File: config.mk
export PLATFORM = sky130hd
export DESIGN_NAME = uart_command_sequencer_flat
export DESIGN_NICKNAME = d
export VERILOG_FILES = /design/src/rtl/uart_command_sequencer_if.sv /design/src/rtl/uart_command_sequencer.sv /design/src/flat_wrapper.sv
export SDC_FILE = /design/constraint.sdc
export NUM_CORES = 1
export LEC_CHECK = 0
export BUFFER_PORTS_ARGS = -buffer_cell sky130_fd_sc_hd__buf_2
export CORE_MARGIN = 2
export CORE_UTILIZATION = 30
export CTS_CLUSTER_SIZE = 10
export DETAILED_ROUTE_END_ITERATION = 16
export HOLD_SLACK_MARGIN = 0.1
export PLACE_DENSITY_LB_ADDON = 0.2
export SYNTH_ARGS = -nofsm -noshare
export SYNTH_HDL_FRONTEND = slang
export SYNTH_SLANG_ARGS = --single-unit
File: constraint.sdc
create_clock -name clk -period 3.2 [get_ports clk]
set_clock_uncertainty 0.2 [all_clocks]
set_input_delay 0.32 -clock clk [delete_from_list [all_inputs] [get_ports clk]]
set_output_delay 0.32 -clock clk [all_outputs]
set_load 0.03 [all_outputs]
File: src/rtl/uart_command_sequencer_if.sv
// Signal bundle between the command sequencer, the UART parser/response path
// and the Wishbone slave side. The sequencer uses the master modport.
interface uart_command_sequencer_if;
  logic [31:0] in_command;
  logic [31:0] in_address;
  logic [31:0] in_data;
  logic        in_ready;

  logic        o_wbm_cyc;
  logic        o_wbm_stb;
  logic        o_wbm_we;
  logic [3:0]  o_wbm_sel;
  logic [31:0] o_wbm_adr;
  logic [31:0] o_wbm_dat;
  logic [31:0] i_wbm_dat;
  logic        i_wbm_ack;

  logic [31:0] out_status;
  logic [31:0] out_address;
  logic [31:0] out_data;
  logic        out_en;
  logic        out_ready;

  logic        o_busy;
  logic        o_overflow;

  modport master (
    input  in_command, in_address, in_data, in_ready,
    input  i_wbm_dat, i_wbm_ack, out_ready,
    output o_wbm_cyc, o_wbm_stb, o_wbm_we, o_wbm_sel, o_wbm_adr, o_wbm_dat,
    output out_status, out_address, out_data, out_en, o_busy, o_overflow
  );

  modport slave (
    output in_command, in_address, in_data, in_ready,
    output i_wbm_dat, i_wbm_ack, out_ready,
    input  o_wbm_cyc, o_wbm_stb, o_wbm_we, o_wbm_sel, o_wbm_adr, o_wbm_dat,
    input  out_status, out_address, out_data, out_en, o_busy, o_overflow
  );
endinterface

File: src/rtl/uart_command_sequencer.sv
// Queues parsed UART commands and runs them as Wishbone classic cycles,
// returning one response word per bus access over a valid/ready handshake.
module uart_command_sequencer #(
  parameter int FIFO_DEPTH     = 4,
  parameter int TIMEOUT_CYCLES = 1024
) (
  input logic                      clk,
  input logic                      rst,
  uart_command_sequencer_if.master bus
);
  localparam int PW = $clog2(FIFO_DEPTH);
  localparam int TW = $clog2(TIMEOUT_CYCLES) + 1;
  localparam logic [3:0]    OP_WRITE   = 4'h1;
  localparam logic [3:0]    OP_READ    = 4'h2;
  localparam logic [PW:0]   FIFO_FULL  = (PW + 1)'(FIFO_DEPTH);
  localparam logic [TW-1:0] TIMER_LAST = TW'(TIMEOUT_CYCLES - 1);

  typedef enum logic [1:0] {ST_IDLE, ST_BUS, ST_RESP} state_t;

  state_t state_q, state_d;

  // Entry layout: {opcode[3:0], address[31:0], data[31:0]}
  logic [67:0]   fifo_mem [FIFO_DEPTH];
  logic [67:0]   head;
  logic [PW-1:0] wr_ptr_q, wr_ptr_d, rd_ptr_q, rd_ptr_d;
  logic [PW:0]   count_q, count_d;
  logic          push, pop, drop;

  logic [3:0]    opcode_q, opcode_d;
  logic          illegal_q, illegal_d;
  logic          timeout_q, timeout_d;
  logic [31:0]   addr_q, addr_d;
  logic [31:0]   wdata_q, wdata_d;
  logic [15:0]   remain_q, remain_d;
  logic [TW-1:0] timer_q, timer_d;
  logic [31:0]   rdata_q, rdata_d;
  logic          overflow_q, overflow_d;

  logic [3:0]    head_op;
  logic          head_is_bus;
  logic          expired;
  logic          burst_more;

  assign head        = fifo_mem[rd_ptr_q];
  assign head_op     = head[67:64];
  assign head_is_bus = (head_op == OP_WRITE) || (head_op == OP_READ);
  assign expired     = (timer_q == TIMER_LAST);
  assign burst_more  = (opcode_q == OP_READ) && (remain_q != 16'd0) && !timeout_q;

  // A pop frees a slot in the same cycle, so a push while full still lands.
  always_comb begin
    pop      = (state_q == ST_IDLE) && (count_q != '0);
    push     = bus.in_ready && ((count_q != FIFO_FULL) || pop);
    drop     = bus.in_ready && (count_q == FIFO_FULL) && !pop;
    wr_ptr_d = push ? wr_ptr_q + 1'b1 : wr_ptr_q;
    rd_ptr_d = pop ? rd_ptr_q + 1'b1 : rd_ptr_q;
    count_d  = count_q;
    if (push && !pop) begin
      count_d = count_q + 1'b1;
    end else if (pop && !push) begin
      count_d = count_q - 1'b1;
    end
  end

  always_ff @(posedge clk) begin
    if (push) begin
      fifo_mem[wr_ptr_q] <= {bus.in_command[3:0], bus.in_address, bus.in_data};
    end
  end

  always_ff @(posedge clk) begin
    if (rst) begin
      state_q <= ST_IDLE;
    end else begin
      state_q <= state_d;
    end
  end

  always_comb begin
    state_d = state_q;
    case (state_q)
      ST_IDLE: if (pop) state_d = head_is_bus ? ST_BUS : ST_RESP;
      ST_BUS:  if (bus.i_wbm_ack || expired) state_d = ST_RESP;
      ST_RESP: if (bus.out_ready) state_d = burst_more ? ST_BUS : ST_IDLE;
      default: state_d = ST_IDLE;
    endcase
  end

  always_comb begin
    opcode_d   = opcode_q;
    illegal_d  = illegal_q;
    timeout_d  = timeout_q;
    addr_d     = addr_q;
    wdata_d    = wdata_q;
    remain_d   = remain_q;
    timer_d    = timer_q;
    rdata_d    = rdata_q;
    overflow_d = drop;
    case (state_q)
      ST_IDLE: begin
        if (pop) begin
          opcode_d  = head_op;
          illegal_d = (head_op > OP_READ);
          timeout_d = 1'b0;
          addr_d    = head[63:32];
          wdata_d   = head[31:0];
          remain_d  = ((head_op == OP_READ) && (head[15:0] != 16'd0)) ?
                      head[15:0] - 16'd1 : 16'd0;
          timer_d   = '0;
          rdata_d   = 32'd0;
        end
      end
      ST_BUS: begin
        // An ack on the expiring cycle wins over the timeout.
        if (bus.i_wbm_ack) begin
          rdata_d = (opcode_q == OP_WRITE) ? wdata_q : bus.i_wbm_dat;
        end else if (expired) begin
          timeout_d = 1'b1;
          rdata_d   = 32'd0;
        end else begin
          timer_d = timer_q + 1'b1;
        end
      end
      ST_RESP: begin
        if (bus.out_ready && burst_more) begin
          addr_d   = addr_q + 32'd1;
          remain_d = remain_q - 16'd1;
          timer_d  = '0;
        end
      end
      default: ;
    endcase
  end

  always_ff @(posedge clk) begin
    if (rst) begin
      wr_ptr_q   <= '0;
      rd_ptr_q   <= '0;
      count_q    <= '0;
      opcode_q   <= '0;
      illegal_q  <= 1'b0;
      timeout_q  <= 1'b0;
      addr_q     <= '0;
      wdata_q    <= '0;
      remain_q   <= '0;
      timer_q    <= '0;
      rdata_q    <= '0;
      overflow_q <= 1'b0;
    end else begin
      wr_ptr_q   <= wr_ptr_d;
      rd_ptr_q   <= rd_ptr_d;
      count_q    <= count_d;
      opcode_q   <= opcode_d;
      illegal_q  <= illegal_d;
      timeout_q  <= timeout_d;
      addr_q     <= addr_d;
      wdata_q    <= wdata_d;
      remain_q   <= remain_d;
      timer_q    <= timer_d;
      rdata_q    <= rdata_d;
      overflow_q <= overflow_d;
    end
  end

  always_comb begin
    bus.o_wbm_cyc   = (state_q == ST_BUS);
    bus.o_wbm_stb   = (state_q == ST_BUS);
    bus.o_wbm_we    = (state_q == ST_BUS) && (opcode_q == OP_WRITE);
    bus.o_wbm_sel   = (state_q == ST_BUS) ? 4'hF : 4'h0;
    bus.o_wbm_adr   = (state_q == ST_BUS) ? addr_q : 32'd0;
    bus.o_wbm_dat   = ((state_q == ST_BUS) && (opcode_q == OP_WRITE)) ? wdata_q : 32'd0;
    bus.out_en      = (state_q == ST_RESP);
    bus.out_status  = {remain_q, 10'd0, timeout_q, illegal_q, opcode_q};
    bus.out_address = addr_q;
    bus.out_data    = rdata_q;
    bus.o_busy      = (state_q != ST_IDLE) || (count_q != '0);
    bus.o_overflow  = overflow_q;
  end
endmodule

File: src/flat_wrapper.sv
// flat-port wrapper written by rule: the top's interface ports become plain ports
module uart_command_sequencer_flat 
#(
  parameter int FIFO_DEPTH     = 4,
  parameter int TIMEOUT_CYCLES = 1024
)
  (clk, rst, bus_in_command, bus_in_address, bus_in_data, bus_in_ready, bus_i_wbm_dat, bus_i_wbm_ack, bus_out_ready, bus_o_wbm_cyc, bus_o_wbm_stb, bus_o_wbm_we, bus_o_wbm_sel, bus_o_wbm_adr, bus_o_wbm_dat, bus_out_status, bus_out_address, bus_out_data, bus_out_en, bus_o_busy, bus_o_overflow);
  uart_command_sequencer_if bus_i ();
  input logic clk;
  input logic rst;
  input wire logic [$bits(bus_i.in_command)-1:0] bus_in_command;
  input wire logic [$bits(bus_i.in_address)-1:0] bus_in_address;
  input wire logic [$bits(bus_i.in_data)-1:0] bus_in_data;
  input wire logic [$bits(bus_i.in_ready)-1:0] bus_in_ready;
  input wire logic [$bits(bus_i.i_wbm_dat)-1:0] bus_i_wbm_dat;
  input wire logic [$bits(bus_i.i_wbm_ack)-1:0] bus_i_wbm_ack;
  input wire logic [$bits(bus_i.out_ready)-1:0] bus_out_ready;
  output wire logic [$bits(bus_i.o_wbm_cyc)-1:0] bus_o_wbm_cyc;
  output wire logic [$bits(bus_i.o_wbm_stb)-1:0] bus_o_wbm_stb;
  output wire logic [$bits(bus_i.o_wbm_we)-1:0] bus_o_wbm_we;
  output wire logic [$bits(bus_i.o_wbm_sel)-1:0] bus_o_wbm_sel;
  output wire logic [$bits(bus_i.o_wbm_adr)-1:0] bus_o_wbm_adr;
  output wire logic [$bits(bus_i.o_wbm_dat)-1:0] bus_o_wbm_dat;
  output wire logic [$bits(bus_i.out_status)-1:0] bus_out_status;
  output wire logic [$bits(bus_i.out_address)-1:0] bus_out_address;
  output wire logic [$bits(bus_i.out_data)-1:0] bus_out_data;
  output wire logic [$bits(bus_i.out_en)-1:0] bus_out_en;
  output wire logic [$bits(bus_i.o_busy)-1:0] bus_o_busy;
  output wire logic [$bits(bus_i.o_overflow)-1:0] bus_o_overflow;
  assign bus_i.in_command = bus_in_command;
  assign bus_i.in_address = bus_in_address;
  assign bus_i.in_data = bus_in_data;
  assign bus_i.in_ready = bus_in_ready;
  assign bus_i.i_wbm_dat = bus_i_wbm_dat;
  assign bus_i.i_wbm_ack = bus_i_wbm_ack;
  assign bus_i.out_ready = bus_out_ready;
  assign bus_o_wbm_cyc = bus_i.o_wbm_cyc;
  assign bus_o_wbm_stb = bus_i.o_wbm_stb;
  assign bus_o_wbm_we = bus_i.o_wbm_we;
  assign bus_o_wbm_sel = bus_i.o_wbm_sel;
  assign bus_o_wbm_adr = bus_i.o_wbm_adr;
  assign bus_o_wbm_dat = bus_i.o_wbm_dat;
  assign bus_out_status = bus_i.out_status;
  assign bus_out_address = bus_i.out_address;
  assign bus_out_data = bus_i.out_data;
  assign bus_out_en = bus_i.out_en;
  assign bus_o_busy = bus_i.o_busy;
  assign bus_o_overflow = bus_i.o_overflow;
  uart_command_sequencer #(.FIFO_DEPTH(FIFO_DEPTH), .TIMEOUT_CYCLES(TIMEOUT_CYCLES)) u_core (.clk(clk), .rst(rst), .bus(bus_i));
endmodule
==> impl_metrics.yaml, run 1 <==
floorplan:
  dieArea_um2: 60700
  initial_utilization_pct: 30.5
  rows: 88
  io_pins: 303
  die_x_um: 246
  die_h_um: 246
  coreArea_um2: 57900
yosys:
  yosysUniqueCellTypes: 75
  synth_commonest_cells: "edfxtp_1 (272), dfxtp_1 (141), nand2_1 (136)"
  synth.most_common_cell: "edfxtp_1"
  yosys_warnings: 0
  yosysTopAreaCellShare_pct: 46.3
  ys_seq_elements: 413
  yosysSeqAreaShare_pct: 62.3
  avgSynthCellArea_um2: 13.1
  yosys-top-cells-area: "edfxtp_1 (46%), dfxtp_1 (16%), mux4_2 (8.8%)"
  async_reset_ff_share_pct: 0
  synth_ff_type: "edfxtp_1"
  synth_edf_count: 272
  syn_area_um2: 17600
  syn_inst: 1346
  yosysTopAreaCell: "edfxtp_1"
cts:
  clock_latency_ns: 0.58
  h-tree-depth: 2
  cts.sinks: 413
  clk_pin_slew_ns: 0.06
  clockRootBuffer: "clkbuf_16"
  cts_tree: "done"
  numCtsBuffers: 48
  clockBufferDepth: 3
hold_path:
  hold_path_class: "register to register"
  worstHoldStart: "u_core.bus.out_data[8]$_SDFFE_PP0P_"
pwr:
  internal-power_uw: 12000
  leakagePower_uw: 0.00827
  power_frac_seq_pct: 37.9
  power_uw: 19400
  p_per_area_nw_per_um2: 863
  switchingPower_uw: 7370
  irDropWorstVdd_mv: 0.555
  power.combinational.fraction_pct: 36.0
  switching_share_pct: 38.0
  clkPwrFrac_pct: 26.1
route:
  via_count: 12384
  drt_iter0_markers: 967
  first_pass_iters: 5
  wirelength_um: 51300
  vias_per_cell: 4.90
  wire_per_inst_um: 20.3
  drc: 0
  ant_nets: 0
sta:
  rsz0062_at_grt: "no"
  min_period_ns: 2.90
  setup_violations: 0
  slew_viol_final: 0
  fmax_mhz: 345
  maxSlewHeadroom_pct: 29.6
  worst_slew_pin_slew_ns: 1.05
  fin_ws_ns: 0.297
  hold_viol: 0
  finalSetupTns_ns: 0
  period_share_pct: 90.7
worst_setup_path:
  startpoint_type: "register"
  cp.buffers_inverters: 2
  slowest_stage: "a21o_1"
  path_max_fanout: 9
  worstSetupPathType: "register to register"
  path_delay_family: "simple AND/OR/NAND/NOR gates"
  cp-startpoint: "u_core.count_q[0]$_SDFFE_PP0P_"
  critPathRequiredTime_ns: 3.51
  cp-end-kind: "register"
  critPathMaxStageDelay_ns: 0.45
  cp.arrival_ns: 3.21
  cp_cell_sequence: "nor3_1 -> a21o_1 -> nor2_4 -> inv_2 -> ha_1 -> inv_1 -> fa_1 -> xor2_1 -> or3_1 -> a21oi_1"
  r2r_start: "u_core.count_q[0]$_SDFFE_PP0P_"
global_routing:
  grt_start_max_net_pins: 72
  grt_overflow_total: 0
  grt_use_met3_pct: 3.77
  grt_util_met2_pct: 26.2
  first_global_vias: 12334
  antenna_found_initial: 6
  grt_usage_pct: 16.7
  grt-busiest-layer: "met2"
  grt.met1_usage_pct: 23.0
  grt_pass1_wl_um: 76800
cells_and_area:
  multiInputGateArea_um2: 6160
  fill_cells: 5617
  final_nets: 1859
  area_growth_pct: 27.3
  final_core_util_pct: 38.8
  finalInstanceArea_um2: 22500
  seqCellArea_um2: 11000
  drive_gt1_share_pct: 26.7
placed_design:
  dpl_cell_area_um2: 20000
  place_hpwl_um: 34300
  portBuffers: 264
  gp_congestion: 0.782
  place_ws_ns: 0.241
job:
  cap_violations: 0
run_status:
  status: "complete, no violations"
## path summary, 6_finish.rpt
path / slack, ns / cells after the start / end
hold / removal: 0.26 / 1 / u_core.bus.out_data[8]$_SDFFE_PP0P_
setup reg to reg: 0.30 / 10 / u_core.count_q[2]$_SDFFE_PP0P_
hold reg to reg: 0.26 / 1 / u_core.bus.out_data[8]$_SDFFE_PP0P_
setup / recovery: 0.30 / 10 / u_core.count_q[2]$_SDFFE_PP0P_
## state kept, by name (all words and copies together), names as in the netlist, named ones only
register and cells:
u_core.bus.o_overflow 1, u_core.bus.out_address 32, u_core.bus.out_data 32, u_core.count_q 3, u_core.fifo_mem 272, u_core.illegal_q 1, u_core.opcode_q 4, u_core.rd_ptr_q 2
u_core.remain_q 16, u_core.state_q 2, u_core.timeout_q 1, u_core.timer_q 11, u_core.wdata_q 32, u_core.wr_ptr_q 2
## layer usage
| layer | up-vias | wire, µm |
|---|---|---|
| met5 | - | 13 |
| met3 | 59 | 2700 |
| met2 | 254 | 23800 |
| met1 | 6223 | 23700 |
| li1 | 5846 | - |
| met4 | 2 | 1050 |
## power by group through the flow
stage          logic, µW  registers [µW]  clock network (µW)
4_1_cts             7040            7360                5220
5_1_grt             7610            7450                5440
3_5_place_dp        6910            7460                   0
6_report            6970            7340                5070
2_1_floorplan       4370            7580                   0
3_3_place_gp        6860            7430                   0
## metrics by stage
| stage | hold WS, ns | std cells |
|---|---|---|
| 6_report | 0.257 | 2525 |
| 5_1_grt | 0.280 | 2524 |
| 4_1_cts | 0.261 | 2521 |
| 3_5_place_dp | 0.243 | 2326 |
| 3_3_place_gp | 0.240 | 2326 |
| 2_1_floorplan | 0.219 | 1355 |
## layout make-up
cell class | instances | share of cell area [%]
Inverter | 20 | 0.334
Clock buffer | 87 | 6.28
Antenna cell | 4 | 0.0446
Timing Repair Buffer | 417 | 12.6
Sequential cell | 413 | 49.0
Tap cell | 765 | 4.26
Clock inverter | 3 | 0.117
Multi-Input combinational cell | 816 | 27.4
## logic make-up (layout without fill, tap and decap cells)
family / Yosys count / count (layout) / share of synthesized area, %
AND/OR/NAND/NOR: 419 / 419 / 12.1
flip-flops: 413 / 413 / 62.3
AO/OA/AOI/OAI: 243 / 243 / 9.14
buffers and inverters: 126 / 527 / 3.33
multiplexers: 107 / 107 / 11.0
XOR/XNOR: 27 / 27 / 1.34
adder cells (fa/ha/maj): 10 / 10 / 0.752
other: 1 / 14 / 0.0213
## cells in the final DEF, fill, tap and decap left out, types with 9 or more instances in the layout
cell,n
inv_1,19
o21ai_0,32
dfxtp_1,139
edfxtp_1,272
nand4_1,9
nand3_1,30
xor2_1,11
buf_2,263
and3_1,40
conb_1,10
clkbuf_16,50
nand2_1,135
o2bb2ai_1,32
o31ai_1,11
a21oi_1,90
or3_1,12
clkbuf_1,35
nor2_1,68
ha_1,9
buf_4,42
xnor2_1,16
and2_1,40
a31oi_1,12
a211oi_1,17
nor3_1,27
mux2i_1,38
dlygate4sd3_1,105
mux4_2,69
## what timing repair did
item | in CTS | in global routing
setup buffers | 0 | 0
endpoints found under the setup margin | 0 | 1
gates resized for setup | 0 | 1
hold buffers | 105 | 0
endpoints found under the hold margin | 335 | 0
(Power assumes the default switching activity.)
==> inputs of run 2 (changes only) <==
--- a/config.mk
+++ b/config.mk
@@ -5,6 +5,7 @@
 export SDC_FILE = /design/constraint.sdc
 export NUM_CORES = 1
 export LEC_CHECK = 0
+export ABC_AREA = 1
 export BUFFER_PORTS_ARGS = -buffer_cell sky130_fd_sc_hd__buf_2
 export CORE_MARGIN = 2
 export CORE_UTILIZATION = 30
==> impl_metrics.yaml, run 2 <==
cells_and_area:
  layout_commonest_cell: "nand2_1"
  area_growth_pct: 25.6
  seqCellArea_um2: 11000
  final_nets: 2484
  largest_reg_flops: 272
  regMostFlops: "u_core.fifo_mem"
  most-common-layout-cells: "nand2_1 (448), nor2_1 (292), edfxtp_1 (272)"
  final_core_util_pct: 38.1
  drive_gt1_share_pct: 16.6
  multiInputGateArea_um2: 6400
  fill_cells: 6072
floorplan:
  initial_utilization_pct: 30.4
  io_pins: 303
  dieArea_um2: 63100
  rows: 90
  die_x_um: 251
  coreArea_um2: 60400
  die_h_um: 251
global_routing:
  grt_overflow_total: 0
  grt_pass1_wl_um: 88500
  antenna_found_initial: 9
  first_global_vias: 14565
  grt_usage_pct: 18.2
  grt_start_max_net_pins: 105
sta:
  worst_slew_pin_slew_ns: 0.834
  fmax_mhz: 325
  setup_violations: 0
  hold_viol: 0
  hold_slack_ns: 0.258
  rsz0062_at_grt: "no"
  period_share_pct: 96.3
  slew_viol_final: 0
  min_period_ns: 3.08
  maxSlewHeadroom_pct: 44.3
  finalSetupTns_ns: 0
route:
  vias_per_cell: 4.84
  first_pass_iters: 5
  drt_iter0_markers: 1245
  ant_nets: 0
  wirelength_um: 58800
  wire_per_inst_um: 18.6
  via_count: 15294
  drc: 0
placed_design:
  portBuffers: 264
  place_hpwl_um: 39200
  gp_congestion: 0.889
yosys:
  yosysTopAreaCellShare_pct: 44.6
  synth_commonest_cells: "nand2_1 (449), nor2_1 (298), edfxtp_1 (272)"
  yosys-top-cells-area: "edfxtp_1 (45%), dfxtp_1 (15%), nand2_1 (9.2%)"
  syn_inst: 1995
  synth_ff_type: "edfxtp_1"
  ys_seq_elements: 413
  yosysSeqAreaShare_pct: 60.0
  yosysUniqueCellTypes: 43
  avgSynthCellArea_um2: 9.18
  synth_edf_count: 272
  yosysTopAreaCell: "edfxtp_1"
  synth.most_common_cell: "nand2_1"
  async_reset_ff_share_pct: 0
  yosys_warnings: 0
  syn_area_um2: 18300
cts:
  clockBufferDepth: 3
  clockRootBuffer: "clkbuf_16"
  numCtsBuffers: 49
  clock_latency_ns: 0.60
  h-tree-depth: 2
  post_cts_buffers: 0
  cts.sinks: 413
  cts_hold_buf: 104
  clk_pin_slew_ns: 0.06
  cts_resized: 0
  cts_tree: "done"
pwr:
  irDropWorstVdd_mv: 0.458
  p_per_area_nw_per_um2: 858
  power_uw: 19700
  leakagePower_uw: 0.00907
worst_setup_path:
  cp.arrival_ns: 2.56
  path_max_fanout: 32
  startpoint_type: "register"
  cp-startpoint: "u_core.opcode_q[2]$_SDFFE_PP0P_"
  ff2ff_path_depth: 14
  cp_cell_sequence: "or2_2 -> nor3_4 -> buf_4 -> nand2_1 -> nor2_1 -> buf_2"
  worstSetupEndpoint: "bus_o_wbm_dat[29]"
  critPathRequiredTime_ns: 2.68
  worstSetupPathType: "register to output pin"
  r2r_slack_ns: 0.43
  critPathMaxStageDelay_ns: 0.36
  slowest_stage: "buf_4"
  r2r_end: "u_core.remain_q[10]$_SDFFE_PP0P_"
  cp-end-kind: "output pin"
run_status:
  status: "complete, no violations"
job:
  cap_violations: 0
hold_path:
  worstHoldStart: "u_core.bus.out_data[8]$_SDFFE_PP0P_"
  hold_path_class: "register to register"
==> run 2: area by class of cell <==
cell class / instances / area share, %
Sequential cell: 413 / 47.8
Inverter: 96 / 1.57
Tap cell: 782 / 4.25
Timing Repair Buffer: 414 / 12.1
Clock inverter: 9 / 0.500
Antenna cell: 3 / 0.0326
Clock buffer: 78 / 5.89
Multi-Input combinational cell: 1367 / 27.8
==> run 2: cells by family after synthesis <==
group / after synthesis / share of synthesized area (%)
AND/OR/NAND/NOR: 931 / 20.7
flip-flops: 413 / 60.0
AO/OA/AOI/OAI: 381 / 11.3
buffers and inverters: 224 / 5.55
XOR/XNOR: 33 / 1.58
adder cells (fa/ha/maj): 10 / 0.724
multiplexers: 2 / 0.109
other: 1 / 0.0205
==> run 2: worst max-delay path, delay by kind of cell (launching register included) <==
kind | cells | cell delay [ns]
AND/OR/NAND/NOR | 4 | 1.04
buffers and inverters | 2 | 0.62
flip-flops | 1 | 0.32
==> run 2: worst min-delay path by stage <==
| stage | to | slack (ns) | cells past startpoint |
|---|---|---|---|
| 6_report | u_core.bus.out_data[8]$_SDFFE_PP0P_ | 0.26 | 2 |
| 5_1_grt | u_core.fifo_mem[2][2]$_DFFE_PP_ | 0.26 | 2 |
| 4_1_cts | u_core.fifo_mem[2][53]$_DFFE_PP_ | 0.24 | 2 |
| 3_5_place_dp | u_core.bus.out_data[17]$_SDFFE_PP0P_ | 0.25 | 2 |
| 3_3_place_gp | u_core.bus.out_data[19]$_SDFFE_PP0P_ | 0.25 | 2 |
| 2_1_floorplan | u_core.fifo_mem[0][0]$_DFFE_PP_ | 0.22 | 0 |
==> run 2: per-layer routing <==
| metal | part of all wire, % | up-vias | track usage, % |
|---|---|---|---|
| met1 | 45 | 7258 | 24.5 |
| met5 | 0.054 | - | 0 |
| met3 | 6.2 | 108 | 3.83 |
| met4 | 2.7 | 6 | 5.43 |
| li1 | - | 7459 | - |
| met2 | 46 | 463 | 29.6 |
==> run 2: metrics by stage <==
stage | std cells | setup WS (ns) | area, µm²
floorplan | 2004 | -0.160 | 18400
global placement | 2968 | 0.506 | 20500
detailed placement | 2968 | 0.463 | 20500
CTS | 3159 | 0.0751 | 23000
global route | 3161 | 0.0196 | 23000
finish | 3162 | 0.119 | 23000
==> run 2: report_power, final <==
group,switching (µW),internal (µW),total [µW]
Combinational,5340,2110,7450
Sequential,623,6510,7140
Clock,2160,2980,5150
Total,8120,11600,19700
==> inputs of run 3 (changes only) <==
--- a/config.mk
+++ b/config.mk
@@ -7,8 +7,9 @@
 export LEC_CHECK = 0
 export ABC_AREA = 1
 export BUFFER_PORTS_ARGS = -buffer_cell sky130_fd_sc_hd__buf_2
+export CORE_ASPECT_RATIO = 1.2
 export CORE_MARGIN = 2
-export CORE_UTILIZATION = 30
+export CORE_UTILIZATION = 36
 export CTS_CLUSTER_SIZE = 10
 export DETAILED_ROUTE_END_ITERATION = 16
 export HOLD_SLACK_MARGIN = 0.1
==> constraint.sdc (replaced) <==
create_clock -name clk -period 3.2 [get_ports clk]
set_clock_uncertainty 0.2 [all_clocks]
set_input_delay 0.64 -clock clk [delete_from_list [all_inputs] [get_ports clk]]
set_output_delay 0.64 -clock clk [all_outputs]
set_load 0.03 [all_outputs]
==> impl_metrics.yaml, run 3 (synthesis gave the netlist of run 2 again) <==
route:
  first_pass_iters: 5
  via_count: 15175
  wirelength_um: 55000
  drt_iter0_markers: 1068
  ant_nets: 0
  wire_per_inst_um: 18.4
  vias_per_cell: 5.09
  drc: 0
sta:
  hold_viol: 0
  fmax_mhz: 330
  period_share_pct: 94.6
  setup_violations: 0
  rsz0062_at_grt: "no"
  min_period_ns: 3.03
  maxSlewHeadroom_pct: 46.9
  slew_viol_final: 0
  fin_ws_ns: 0.172
  worst_slew_pin_slew_ns: 0.797
pwr:
  irDropWorstVdd_mv: 0.389
  clkPwrFrac_pct: 25.5
  switchingPower_uw: 7970
  leakagePower_uw: 0.00889
  internal-power_uw: 11500
  switching_share_pct: 40.9
  power_frac_seq_pct: 36.8
  power.combinational.fraction_pct: 37.8
  p_per_area_nw_per_um2: 870
hold_path:
  worstHoldStart: "bus_in_data[23]"
  hold_path_class: "input pin to register"
global_routing:
  grt-busiest-layer: "met2"
  grt.met1_usage_pct: 26.0
  grt_start_max_net_pins: 73
  grt_use_met3_pct: 4.15
  grt_usage_pct: 20.5
  grt_util_met2_pct: 34.8
  first_global_vias: 14569
  grt_pass1_wl_um: 83800
  antenna_found_initial: 3
  grt_overflow_total: 0
cts:
  cts_resized: 0
  cts.sinks: 413
  clockRootBuffer: "clkbuf_16"
  clockBufferDepth: 3
  cts_tree: "done"
  clock_latency_ns: 0.58
  clk_pin_slew_ns: 0.06
  numCtsBuffers: 48
  h-tree-depth: 2
placed_design:
  gp_congestion: 0.923
  place_ws_ns: 0.401
  portBuffers: 264
  dpl_cell_area_um2: 20400
  dp_cells: 2828
  place_hpwl_um: 37000
cells_and_area:
  fill_cells: 4933
  largest_reg_flops: 272
  area_growth_pct: 22.4
  most-common-layout-cells: "nand2_1 (448), nor2_1 (292), edfxtp_1 (272)"
  layout.cells.non_filler: 2983
  regMostFlops: "u_core.fifo_mem"
  drive_gt1_share_pct: 16.7
  finalInstanceArea_um2: 22400
  layout_commonest_cell: "nand2_1"
  final_nets: 2444
worst_setup_path:
  path_max_fanout: 33
  cp_cell_sequence: "or2_2 -> nor3_4 -> buf_4 -> nand2_1 -> nor2_1 -> buf_2"
  cp-end-kind: "output pin"
  startpoint_type: "register"
  cp.arrival_ns: 2.19
  cp-startpoint: "u_core.opcode_q[2]$_SDFFE_PP0P_"
  slowest_stage: "buf_4"
  critPathMaxStageDelay_ns: 0.35
  critPathRequiredTime_ns: 2.36
  worstSetupPathType: "register to output pin"
floorplan:
  die_h_um: 251
  coreArea_um2: 50300
  io_pins: 303
  die_x_um: 210
  rows: 90
  dieArea_um2: 52700
  initial_utilization_pct: 36.4
job:
  cap_violations: 0
run_status:
  status: "complete, no violations"
==> run 3: power groups by stage <==
stage	clock network (µW)	logic [µW]	registers [µW]
after floorplan	0	4640	7480
after global placement	0	7250	7260
after detailed placement	0	7340	7280
after CTS	5070	7450	7170
after global routing	5300	8200	7270
final	4970	7370	7180
==> run 3: worst paths after layout <==
path,endpoint,slack (ns),depth (start not counted)
min,u_core.fifo_mem[0][23]$_DFFE_PP_,0.12,1
max reg2reg,u_core.remain_q[11]$_SDFFE_PP0P_,0.38,14
min reg2reg,u_core.bus.out_data[23]$_SDFFE_PP0P_,0.26,2
max,bus_o_wbm_dat[20],0.17,6
==> run 3: through the flow <==
| step | hold slack (ns) | util, % | setup TNS [ns] | total power (µW) |
|---|---|---|---|---|
| floorplan | 0.259 | - | -43.42 | 12100 |
| global placement | 0.246 | 40.4 | 0 | 14500 |
| detailed placement | 0.249 | 40.4 | 0 | 14600 |
| CTS | 0.102 | 44.5 | 0 | 19700 |
| global route | 0.101 | 44.5 | 0 | 20800 |
| finish | 0.117 | 44.5 | 0 | 19500 |
==> run 3: per-layer routing <==
metal,wire [µm],share of wire [%]
met3,3230,5.9
met2,26500,48
met1,23500,43
met5,24,0.044
met4,1730,3.2
==> run 3: worst max-delay path, delay by kind of cell (launching register included) <==
kind | cells | cell delay, ns
flops | 1 | 0.32
simple gates | 4 | 0.74
buf+inv | 2 | 0.56
==> run 3: cell type report <==
type                       instances  area (µm²)  share of cell area (%)
antenna                            1        2.50                  0.0112
inverter                          96         362                    1.61
clock buffer                      85        1370                    6.12
multi-input combinational       1367        6400                    28.5
sequential                       413       11000                    49.0
tap                              644         806                    3.59
clock inverter                     2        28.8                   0.128
timing repair buffer             375        2460                    11.0
==> run 3: timing repair <==
item	4_1_cts	5_1_grt
hold endpoints to repair	265	0
hold buffers	67	0
setup buffers	0	0
